**config.mk**
```make
export PLATFORM = sky130hd
export DESIGN_NAME = elevator_car_controller
export DESIGN_NICKNAME = d
export VERILOG_FILES = /design/src/rtl/elevator_car_controller.sv
export SDC_FILE = /design/constraint.sdc
export NUM_CORES = 1
export LEC_CHECK = 0
export BUFFER_PORTS_ARGS = -buffer_cell sky130_fd_sc_hd__buf_2
export CAP_MARGIN = 20
export CORE_ASPECT_RATIO = 0.9
export CORE_MARGIN = 2
export CORE_UTILIZATION = 45
export CTS_CLUSTER_SIZE = 8
export DETAILED_ROUTE_END_ITERATION = 7
export PLACE_DENSITY = 0.69
export SYNTH_ARGS = -nofsm -noshare
export SYNTH_HDL_FRONTEND = slang
export SYNTH_SLANG_ARGS = --single-unit
```
**constraint.sdc**
```tcl
create_clock -name clk -period 8.55 [get_ports clk]
set_clock_uncertainty 0.1 [all_clocks]
set_input_delay 1.2825 -clock clk [delete_from_list [all_inputs] [get_ports clk]]
set_output_delay 1.2825 -clock clk [all_outputs]
set_load 0.02 [all_outputs]
```
**src/rtl/elevator_car_controller.sv**
```systemverilog
// Per-car motion and door sequencer. One instance per car. It takes the hall calls the dispatcher
// assigned to this car plus the in-car buttons, and drives the car's floor/direction back to the
// dispatcher together with the door control and a one-cycle served-call mask.
module elevator_car_controller #(
    parameter int unsigned MOVE_CYCLES = 4,
    parameter int unsigned DOOR_CYCLES = 3
) (
    input  logic        clk,
    input  logic        reset,
    input  logic [13:0] assignedButton,
    input  logic [6:0]  carButton,
    output logic [2:0]  currentFloor,
    output logic [1:0]  direction,
    output logic        doorOpen,
    output logic [13:0] servedButton,
    output logic [6:0]  carCall
);

    localparam int unsigned MoveW = (MOVE_CYCLES > 1) ? $clog2(MOVE_CYCLES) : 1;
    localparam int unsigned DoorW = (DOOR_CYCLES > 1) ? $clog2(DOOR_CYCLES) : 1;
    localparam logic [MoveW-1:0] MoveLast = MoveW'(MOVE_CYCLES - 1);
    localparam logic [DoorW-1:0] DoorLast = DoorW'(DOOR_CYCLES - 1);

    localparam logic [1:0] DirStop = 2'b00;
    localparam logic [1:0] DirUp   = 2'b10;
    localparam logic [1:0] DirDown = 2'b01;

    typedef enum logic [1:0] {
        StIdle,
        StMoveUp,
        StMoveDown,
        StDoor
    } state_e;

    state_e            stateQ, stateD;
    logic [2:0]        floorQ, floorD;
    logic [1:0]        dirQ, dirD;
    logic [MoveW-1:0]  moveCntQ, moveCntD;
    logic [DoorW-1:0]  doorCntQ, doorCntD;
    logic [6:0]        carCallQ, carCallD;
    // Set for the one cycle right after a floor step, when the stop decision is taken.
    logic              arrivedQ, arrivedD;

    logic [6:0]        effCall, hallUp, hallDown, reqVec;
    logic [6:0]        hereMask, aboveMask, belowMask;
    logic              reqHere, reqAbove, reqBelow, reqAhead, reqBehind;
    logic              callHere, upHere, downHere, hallHere;
    logic              inDoor, serveUp, serveDown, service;
    logic [DoorW-1:0]  doorEff;

    // Request predicates on the current-cycle view (latched calls plus this cycle's buttons).
    always_comb begin
        hallUp    = '0;
        hallDown  = '0;
        aboveMask = '0;
        belowMask = '0;
        for (int i = 0; i < 7; i++) begin
            hallUp[i]    = assignedButton[2*i];
            hallDown[i]  = assignedButton[2*i+1];
            aboveMask[i] = (3'(i + 1) > floorQ);
            belowMask[i] = (3'(i + 1) < floorQ);
        end
        effCall  = carCallQ | carButton;
        reqVec   = effCall | hallUp | hallDown;
        hereMask = 7'd1 << (floorQ - 3'd1);
        reqHere  = |(reqVec & hereMask);
        reqAbove = |(reqVec & aboveMask);
        reqBelow = |(reqVec & belowMask);
        callHere = |(effCall & hereMask);
        upHere   = |(hallUp & hereMask);
        downHere = |(hallDown & hereMask);
        hallHere = upHere | downHere;
        unique case (dirQ)
            DirUp:   begin reqAhead = reqAbove; reqBehind = reqBelow; end
            DirDown: begin reqAhead = reqBelow; reqBehind = reqAbove; end
            default: begin reqAhead = 1'b0;     reqBehind = 1'b0;     end
        endcase
    end

    // Served mask: only the direction-matching hall bit, unless the car is about to turn or stop.
    always_comb begin
        inDoor       = (stateQ == StDoor);
        serveUp      = inDoor && upHere && ((dirQ != DirDown) || !reqAhead);
        serveDown    = inDoor && downHere && ((dirQ != DirUp) || !reqAhead);
        service      = inDoor && (callHere || serveUp || serveDown);
        doorEff      = service ? '0 : doorCntQ;
        servedButton = '0;
        for (int i = 0; i < 7; i++) begin
            servedButton[2*i]   = serveUp && hereMask[i];
            servedButton[2*i+1] = serveDown && hereMask[i];
        end
    end

    // Next-state logic for motion, door timing and the car-call latch.
    always_comb begin
        stateD   = stateQ;
        floorD   = floorQ;
        dirD     = dirQ;
        moveCntD = moveCntQ;
        doorCntD = doorCntQ;
        arrivedD = 1'b0;
        carCallD = carCallQ | carButton;

        unique case (stateQ)
            StIdle: begin
                dirD     = DirStop;
                moveCntD = '0;
                doorCntD = '0;
                if (reqHere) begin
                    stateD = StDoor;
                end else if (reqAbove) begin
                    stateD = StMoveUp;
                    dirD   = DirUp;
                end else if (reqBelow) begin
                    stateD = StMoveDown;
                    dirD   = DirDown;
                end
            end

            StMoveUp: begin
                if (arrivedQ && (callHere || upHere || (!reqAbove && hallHere) ||
                                 (floorQ == 3'd7))) begin
                    stateD   = StDoor;
                    doorCntD = '0;
                    moveCntD = '0;
                end else if (arrivedQ && !reqAbove) begin
                    // Calls were withdrawn while travelling.
                    stateD   = StIdle;
                    dirD     = DirStop;
                    moveCntD = '0;
                end else if (moveCntQ == MoveLast) begin
                    moveCntD = '0;
                    arrivedD = 1'b1;
                    if (floorQ < 3'd7) floorD = floorQ + 3'd1;
                end else begin
                    moveCntD = moveCntQ + 1'b1;
                end
            end

            StMoveDown: begin
                if (arrivedQ && (callHere || downHere || (!reqBelow && hallHere) ||
                                 (floorQ == 3'd1))) begin
                    stateD   = StDoor;
                    doorCntD = '0;
                    moveCntD = '0;
                end else if (arrivedQ && !reqBelow) begin
                    stateD   = StIdle;
                    dirD     = DirStop;
                    moveCntD = '0;
                end else if (moveCntQ == MoveLast) begin
                    moveCntD = '0;
                    arrivedD = 1'b1;
                    if (floorQ > 3'd1) floorD = floorQ - 3'd1;
                end else begin
                    moveCntD = moveCntQ + 1'b1;
                end
            end

            StDoor: begin
                // Clearing here beats a same-cycle press of the button at this floor.
                carCallD = (carCallQ | carButton) & ~hereMask;
                if (doorEff == DoorLast) begin
                    doorCntD = '0;
                    moveCntD = '0;
                    if (reqAhead) begin
                        stateD = (dirQ == DirUp) ? StMoveUp : StMoveDown;
                    end else if (reqBehind) begin
                        stateD = (dirQ == DirUp) ? StMoveDown : StMoveUp;
                        dirD   = (dirQ == DirUp) ? DirDown : DirUp;
                    end else begin
                        stateD = StIdle;
                        dirD   = DirStop;
                    end
                end else begin
                    doorCntD = doorEff + 1'b1;
                end
            end

            default: begin
                stateD = StIdle;
                dirD   = DirStop;
            end
        endcase
    end

    // State registers with synchronous reset.
    always_ff @(posedge clk) begin
        if (reset) begin
            stateQ   <= StIdle;
            floorQ   <= 3'd1;
            dirQ     <= DirStop;
            moveCntQ <= '0;
            doorCntQ <= '0;
            carCallQ <= '0;
            arrivedQ <= 1'b0;
        end else begin
            stateQ   <= stateD;
            floorQ   <= floorD;
            dirQ     <= dirD;
            moveCntQ <= moveCntD;
            doorCntQ <= doorCntD;
            carCallQ <= carCallD;
            arrivedQ <= arrivedD;
        end
    end

    assign currentFloor = floorQ;
    assign direction    = dirQ;
    assign doorOpen     = (stateQ == StDoor);
    assign carCall      = carCallQ;

endmodule

```
==> Yosys cells after proc, flatten, opt, wreduce, memory -nomap -nowiden <==
Index checks and enable logic that the tools add are counted.
{ "word_totals": {"ramBits": 0, "input_bits": 23, "mem_bits_ro": 0, "regBits": 19, "memories": 0, "latchBits": 0} }
{ "op_classes": {"eq_ne": 28, "div": 0, "addsub": 4, "muxes": 52, "multipliers": 0, "bitwise_logic": 12, "n_reduce_logical": 50, "n_lt_le_gt_ge": 16, "n_shift": 1} }
{ "ops": {"columns": ["op", "n"], "rows": [
  ["$mux 2", 29],
  ["$and 7x7->7", 7],
  ["$reduce_or 7->1", 6],
  ["$pmux 2 s4", 4],
  ["$ne 2x2->1 const B", 14],
  ["$logic_and 1x1->1", 25],
  ["$mux 3", 8],
  ["$or 7x7->7", 3],
  ["$gt 3x3->1 const A", 4],
  ["$lt 3x3->1 const A", 4],
  ["$eq 2x2->1 const B", 5],
  ["$logic_or 1x1->1", 10],
  ["$reduce_and 9->1", 1],
  ["$mux 7", 1],
  ["$not 7->7", 1],
  ["$shl 1x3->7 const A", 1],
  ["$gt 2x3->1 const A", 2],
  ["$lt 2x3->1 const A", 2],
  ["$mux 1", 6],
  ["$ne 3x3->1 const B", 2],
  ["$pmux 1 s2", 3],
  ["$pmux 3 s2", 1],
  ["$reduce_and 6->1", 1],
  ["$add 2x1->2 const B", 2],
  ["other kinds (17)", 21]
]} }

==> Depth between registers and ports, before layout <==
Gate-level depths: netlist (run 1).
{ "logic_depth": {"ltp_word": 16, "depth_mapped": 12, "ltp_nobuf": 11} }

==> Least setup slack after synthesis (run 1) <==
Ideal clock, no wire load.
{ "synth_path": {"path_type": "input to output", "start": "input port carButton[6]", "end": "output port servedButton[11]", "t_required_ns": 7.168, "t_arrival_ns": 3.215, "path_slack_ns": 3.952, "n_path_buf": 0, "cell_stages": 7, "path_cell_list": "nor4_2 > o21a_2 > a31oi_1 > or3_4 > a311oi_4 > nand2_1 > nor2_1"} }
{ "synth_via": {"elab_chain_len": 10, "word_cells_on_any_way": 12} }
{ "synth_lines": {"columns": ["item", "line", "source"], "rows": [
  ["start: declaration", "11", "input logic [6:0] carButton,"],
  ["$or 7x7->7 *", "63", "effCall = carCallQ | carButton;"],
  ["$or 7x7->7 * (2 in series)", "64", "reqVec = effCall | hallUp | hallDown;"],
  ["$and 7x7->7, on equally long branches", "68, 67", null],
  ["$reduce_or 7->1, on equally long branches", "68, 67", null],
  ["$pmux 1 s2 *", "73", "unique case (dirQ)"],
  ["$logic_not 1->1 *", "84", "serveDown = inDoor && downHere && ((dirQ != DirUp) || !reqAhead);"],
  ["$logic_or 1x1->1 *", "84", null],
  ["$logic_and 1x1->1 *", "84", null],
  ["$logic_and 1x1->1 *", "90", "servedButton[2*i+1] = serveDown && hereMask[i];"],
  ["end: declaration", "15", "output logic [13:0] servedButton,"]
]} }
Mark *: on every way between the ends. The rest lies on a longest branch, timed or not.

==> Final worst setup path (run 1) <==
{ "layout_path": {"start": "input port carButton[2]", "end": "output port servedButton[5]"} }
The elaborated chain is that of the path after synthesis.

==> qor.log, run 1 <==
[cells_and_area] number of antenna cells inserted 0
[critical_path] Largest stage delay, worst path 510 ps
[timing] worst slew slack as a fraction of its limit 63.5%
[critical_path] number of buffer and inverter stages on the critical path 2
[logic_synthesis] EDFF count, synth 0
[cells_and_area] share of final-layout standard cells stronger than drive strength 1 27.7%
[outcome] outcome completed
[global_route] global-route wire length before repair 9200 µm
[cts] clock transition time at the flip-flop clock pins of the worst setup and hold paths 80 ps
[drt] sum of routed wire length over all layers 5640 µm
[timing] RSZ-0062 raised after global routing no
[placed_design] setup slack after placement 3610 ps
[power] LEAKAGE 0.917 nW
[logic_synthesis] Synth Cell Area 0.00198 mm²
[logic_synthesis] sequential area share after synthesis 19.2%
[placed_design] total placed instance area 0.00225 mm²
[timing] summed negative setup slack over all endpoints 0 ps
[timing] Least-Margin Pin Slew 542 ps
[logic_synthesis] synth unique cells 65
[run] total of max-cap violations 0
[cells_and_area] synthesis-to-finish area growth 15.9%
[cells_and_area] fill cell instance count of the final layout 408
[critical_path] Crit Path Category input port to output port
[cells_and_area] combined flip-flop and latch cell area 380 µm²
[critical_path] most repeated library cell on the critical path buf_2
[timing] final number of setup-violating endpoints 0
[timing] Worst Hold Slack 385 ps
[timing] final cycle utilization of the critical path 58.0%
[cells_and_area] number of nets in the finished design 329
[critical_path] total stage count of the critical path 9
[floorplanning] height of the chip 66.9 µm
[cts] cells resized by post-CTS repair 0
[floorplanning] Die Outline Area 0.00495 mm²
[timing] min setup slack post-route 3590 ps
[drt] routed wire length per instance 16.2 µm
[timing] post-layout minimum cycle time 4960 ps
[cells_and_area] Multi-input gate area 0.00147 mm²
[placed_design] GP Congestion 0.903
[drt] Remaining DRCs 0
[critical_path] largest fanout of any net on the critical path 7
[drt] number of search-and-repair iterations in the first detailed-routing pass 5
[logic_synthesis] post-synthesis cell count 245
[cts] CTS root buffer clkbuf_8
[critical_path] startpoint class of the critical path input port
[logic_synthesis] synth warn 0
[cells_and_area] Finished Cell Area 0.00229 mm²
[cts] worst skew pair latency 270 ps
[timing] final number of max-transition violations 0
[critical_path] type of destination of the critical path output port
[global_route] overall fraction of global-route tracks in use 24.2%
[logic_synthesis] Avg Inst Size Synth 8.08 µm²
[cts] number of H-tree levels 1
[floorplanning] standard-cell rows 22
[floorplanning] Chip Width 73.9 µm
[global_route] vias in the first global route 1937
[critical_path] slack of the worst reg-to-reg path 4550 ps
[critical_path] data arrival at the endpoint of the critical path 3580 ps
[min_path] kind of path behind the tightest hold check flip-flop to flip-flop
[drt] count of routing violations after the opening detailed-route iteration 290
[power] worst voltage drop across the vdd grid 0.000104 V
[timing] fmax 0.202 GHz
[floorplanning] I/O pin total 50
[critical_path] standard cell with the maximum stage delay on the critical path nor4_1
[global_route] largest net degree at the start of global routing 24
[drt] vias after detailed routing 2093
[cts] total clock sinks 19
[critical_path] top cell family by delay on the critical path simple AND/OR/NAND/NOR gates
[cts] Post-CTS Setup Bufs 0
[placed_design] HPWL Detailed 4340 µm
[critical_path] data required time of the worst path 7170 ps
[cts] maximum buffer depth of the clock tree 2
[placed_design] port bufs 49
[floorplanning] initial core utilization 47.7%
[global_route] Overflow after GRT 0
[cts] hold_buf cts 0
[drt] drt via density 6.00
[logic_synthesis] share of flip-flops with an asynchronous set or reset 0%
[logic_synthesis] net count after synthesis 284
[logic_synthesis] synthesized flop and latch total 19
[critical_path] critical path, cell by cell buf_2 -> nor4_1 -> o22a_1 -> a31oi_4 -> or3_4 -> a311oi_4 -> nand2_1 -> nor2_1 -> buf_2
[critical_path] Worst R2R Path Depth 11
[drt] number of antenna-violating nets in the routed design 0
[min_path] worst hold path stage count 2
[cts] clock tree from TritonCTS done
[floorplanning] floorplan core area 0.00416 mm²
[logic_synthesis] Synth Flop Type dfxtp_1
[global_route] initial antenna violation count 0
[power] power per unit of standard cell area 154 mW/mm²
[cts] Num CTS Buffers 3
[timing] final hold viol count 0
[flip-flops by register name, summed over array words and instances, names as in the netlist]
name / flops
carCall: 7
doorCntQ: 2
moveCntQ: 2
stateQ: 2
arrivedQ: 1
currentFloor: 3
direction: 2
[power by group]
group | leakage, nW | internal [mW] | switching, mW | total [mW]
Clock | 0.0217 | 0.0330 | 0.0366 | 0.0696
Sequential | 0.156 | 0.0986 | 0.00959 | 0.108
Combinational | 0.740 | 0.0739 | 0.101 | 0.175
Total | 0.917 | 0.206 | 0.147 | 0.352
[cell usage in the layout (no fill, tap or decap), drive strengths merged, types with 6 or more instances in the layout]
cell type / n
mux2i: 6
a21oi: 9
nor2: 36
ha: 16
nor4: 8
dfxtp: 19
a211oi: 7
nand2: 20
o21ai: 6
a31oi: 6
inv: 17
a311oi: 8
buf: 50
nor3: 6
nand3: 8
[cells in the mapped netlist, types with 3 or more instances]
library cell | number | area, µm²
nand3_1 | 8 | 40.0
o22ai_1 | 5 | 31.3
mux2i_1 | 6 | 60.1
a311oi_1 | 7 | 61.3
nand2b_1 | 5 | 31.3
a222oi_1 | 5 | 50.1
and2_1 | 4 | 25.0
inv_1 | 17 | 63.8
a21oi_1 | 6 | 30.0
nor4_2 | 4 | 50.1
a211oi_1 | 6 | 45.0
a211o_1 | 3 | 26.3
buf_6 | 3 | 33.8
nand2_1 | 19 | 71.3
clkbuf_1 | 4 | 15.0
dfxtp_1 | 19 | 380
ha_1 | 16 | 200
a31oi_1 | 5 | 31.3
o21ai_0 | 5 | 25.0
nor3_1 | 4 | 20.0
or3_1 | 3 | 18.8
nor2_1 | 36 | 135
a21oi_2 | 3 | 26.3
[per-layer routing]
metal / vias up / global-route usage, % / share of wire [%]
met4: 0 / 7.95 / 1.8
met3: 9 / 4.54 / 6.5
li1: 1019 / - / -
met5: - / 0 / 0
met2: 68 / 36.6 / 44
met1: 997 / 34.1 / 48
[worst reg2reg max path, cell delays in order (launching register included)]
cell and delay, ps:
dfxtp_1 560, inv_1 210, ha_1 230, ha_1 560, nand2b_1 230, o22ai_1 90, or3_1 480, nor2_1 340
nand4_1 150, a222oi_1 360, a21boi_2 280, mux2_4 310
[cell type report]
class	instances	area share, %
multi-input cells	198	64.1
flip-flops and latches	19	16.6
repair buffers	50	11.0
well taps	60	3.27
inverters	18	2.94
clock buffers	3	1.80
clock inverters	1	0.327
[path summary, 6_finish.rpt]
check | startpoint | end
min | doorCntQ[1] | doorCntQ[1]
max reg2reg | currentFloor[1] | direction[0]
min reg2reg | doorCntQ[1] | doorCntQ[1]
max | carButton[2] | servedButton[5]
[per-stage QoR]
stage / total power [mW] / utilization (%) / instances
CTS: 0.353 / 55.2 / 349
global route: 0.378 / 55.2 / 349
detailed placement: 0.282 / 54.0 / 345
finish: 0.352 / 55.2 / 349
global placement: 0.281 / 54.0 / 345
floorplan: 0.242 / - / 245
[cell families after synthesis]
| family | synth area share [%] |
|---|---|
| and+or+nand+nor | 27.4 |
| AOI/OAI and AO/OA | 31.8 |
| buffers and inverters | 6.57 |
| DFF | 19.2 |
| adders and majority gates | 10.1 |
| muxes | 4.55 |
| xor gates and xnor gates | 0.442 |
No activity file was read; power rests on OpenSTA's default activity.
==> run 2, diff against run 1 <==
--- a/config.mk
+++ b/config.mk
@@ -12,7 +12,7 @@
 export CORE_UTILIZATION = 45
 export CTS_CLUSTER_SIZE = 8
 export DETAILED_ROUTE_END_ITERATION = 7
-export PLACE_DENSITY = 0.69
+export PLACE_DENSITY = 0.72
 export SYNTH_ARGS = -nofsm -noshare
 export SYNTH_HDL_FRONTEND = slang
 export SYNTH_SLANG_ARGS = --single-unit
==> constraint.sdc (replaced) <==
create_clock -name clk -period 4.2 [get_ports clk]
set_clock_uncertainty 0.1 [all_clocks]
set_input_delay 0.63 -clock clk [delete_from_list [all_inputs] [get_ports clk]]
set_output_delay 0.63 -clock clk [all_outputs]
set_load 0.02 [all_outputs]
==> run 2 against run 1 <==
Against the previous run: largest power group unchanged; global-route usage fell by 0.87 points; sequential share of layout area fell by 0.23 points; routed wire length fell by 1.7%; critical path depth rose by 1; core utilization rose by 0.78 points; non-clock buffer count rose by 4; cell area rose by 1.4%.
==> qor.log, run 2 (synthesis gave the netlist of run 1 again) <==
[timing] summed negative setup slack over all endpoints 0 ps [unchanged]
[floorplanning] Die Outline Area 0.00495 mm² [unchanged]
[cells_and_area] core utilization of the finished layout 56.0% [+0.78 points]
[min_path] kind of path behind the tightest hold check flip-flop to flip-flop
[global_route] met2 GRT Util 35.9% [-0.67 points]
[critical_path] Crit Path Category flip-flop to output port
[placed_design] HPWL Detailed 4290 µm [-1.2%]
[floorplanning] I/O pin total 50 [unchanged]
[floorplanning] standard-cell rows 22 [unchanged]
[run] total of max-cap violations 0 [unchanged]
[cts] clock transition time at the flip-flop clock pins of the worst setup and hold paths 70 ps [about the same]
[timing] worst slew slack as a fraction of its limit 67.5% [+3.9 points]
[global_route] Overflow after GRT 0 [unchanged]
[cells_and_area] number of antenna cells inserted 0 [unchanged]
[global_route] fraction of met3 tracks used by global routing 3.93% [-0.61 points]
[floorplanning] initial core utilization 47.7% [unchanged]
[global_route] vias in the first global route 1884 [-2.7%]
[placed_design] port bufs 49 [unchanged]
[cells_and_area] share of final-layout standard cells stronger than drive strength 1 29.0% [+1.3 points]
[timing] final cycle utilization of the critical path 91.2%
[timing] post-layout minimum cycle time 3830 ps
[cts] Num CTS Buffers 3 [unchanged]
[critical_path] type of destination of the critical path output port
[cells_and_area] most frequent standard cell in the layout excluding fill and tap cells buf_2
[cells_and_area] leading cell types in the layout, fill and taps excluded buf_2, nor2_1, nand2_1, dfxtp_1, inv_1
[placed_design] DP Cell Count 349 [+1.2%]
[cells_and_area] number of nets in the finished design 333 [+1.2%]
[drt] number of search-and-repair iterations in the first detailed-routing pass 6 [+1]
[critical_path] startpoint class of the critical path flip-flop
[cts] maximum buffer depth of the clock tree 2 [unchanged]
[cells_and_area] final std cells w/o fill 353 [+1.1%]
[timing] final number of max-transition violations 0 [unchanged]
[timing] RSZ-0062 raised after global routing no
[global_route] overall fraction of global-route tracks in use 23.3% [-0.87 points]
[critical_path] slack of the worst reg-to-reg path 600 ps [-3950 ps]
[global_route] met1 GRT Util 33.8% [-0.30 points]
[global_route] initial antenna violation count 0 [unchanged]
[drt] vias after detailed routing 2104 [+0.53%]
[cells_and_area] Multi-input gate area 0.00147 mm² [+0.17%]
[drt] drt via density 5.96 [-0.61%]
[drt] sum of routed wire length over all layers 5540 µm [-1.7%]
[cts] worst skew pair latency 270 ps [about the same]
[timing] Least-Margin Pin Slew 484 ps [-58.2 ps]
[timing] final hold viol count 0 [unchanged]
[cts] hold_buf cts 0 [unchanged]
[cts] clock tree from TritonCTS done
[drt] Remaining DRCs 0 [unchanged]
[global_route] Most Used Layer, Global Route met2
[drt] routed wire length per instance 15.7 µm [-2.9%]
[critical_path] largest fanout of any net on the critical path 11 [+4]
[global_route] global-route wire length before repair 8940 µm [-2.9%]
[cts] number of H-tree levels 1 [unchanged]
[floorplanning] Chip Width 73.9 µm [unchanged]
[timing] fmax 0.261 GHz
[power] power per unit of standard cell area 306 mW/mm² [+99%]
[critical_path] data required time of the worst path 3470 ps [-3700 ps]
[cts] CTS root buffer clkbuf_8
[global_route] largest net degree at the start of global routing 24 [unchanged]
[floorplanning] height of the chip 66.9 µm [unchanged]
[placed_design] GP Congestion 0.910 [+0.76%]
[timing] final number of setup-violating endpoints 0 [unchanged]
[cells_and_area] synthesis-to-finish area growth 17.5%
[cells_and_area] max FFs per register 7 [unchanged]
[floorplanning] floorplan core area 0.00416 mm² [unchanged]
[drt] count of routing violations after the opening detailed-route iteration 196 [-32%]
[power] worst voltage drop across the vdd grid 0.000224 V [+120%]
[drt] number of antenna-violating nets in the routed design 0 [unchanged]
[cells_and_area] fill cell instance count of the final layout 413 [+1.2%]
[outcome] outcome completed
[cts] total clock sinks 19 [unchanged]
[power] LEAKAGE 0.935 nW [+1.9%]
[cells_and_area] combined flip-flop and latch cell area 380 µm² [unchanged]
[critical_path] data arrival at the endpoint of the critical path 3100 ps [-480 ps]
[power] Power, Total 712 µW [+100%]
==> run 2: layout make-up <==
cell class / instances / area share (%)
sequential: 19 / 16.3
multi-input combinational: 198 / 63.3
tap: 60 / 3.23
clock inverter: 1 / 0.323
timing repair buffer: 54 / 12.2
clock buffer: 3 / 1.77
inverter: 18 / 2.90
==> run 2: final timing paths <==
check                        from               end  depth (start not counted)
hold / removal        doorCntQ[1]       doorCntQ[1]                          2
hold reg to reg       doorCntQ[1]       doorCntQ[1]                          2
setup / recovery  currentFloor[1]  servedButton[11]                         10
setup reg to reg  currentFloor[1]      direction[0]                         11
==> run 2: what timing repair did <==
action                                  CTS  global route
endpoints found under the setup margin    0             7
resized for setup                         0             1
buffers inserted                          0             0
==> run 2: stage by stage <==
step	setup slack [ps]	instance area [µm²]	hold slack, ps
finish	370	2330	385
global placement	519	2280	358
detailed placement	545	2280	379
global route	112	2330	414
floorplan	728	1980	347
CTS	263	2320	388
==> run 2: power breakdown <==
group	internal (mW)	switching, mW
sequential	0.201	0.0179
combinational	0.151	0.204
clock	0.0672	0.0717
==> run 2: critical path: stages (launching register included) <==
cell      delay (ps)
dfxtp_1          360
buf_4            180
ha_1             450
and2_1           190
o21a_2           150
a31oi_1          130
or3_4            440
a311oi_4         380
nand2_1          220
nor2_1           140
buf_2            170
==> run 2: layer usage <==
layer / up-vias / wire length (µm)
met5: - / 0
li1: 1032 / -
met3: 8 / 386
met1: 974 / 2630
met2: 90 / 2480
met4: 0 / 43
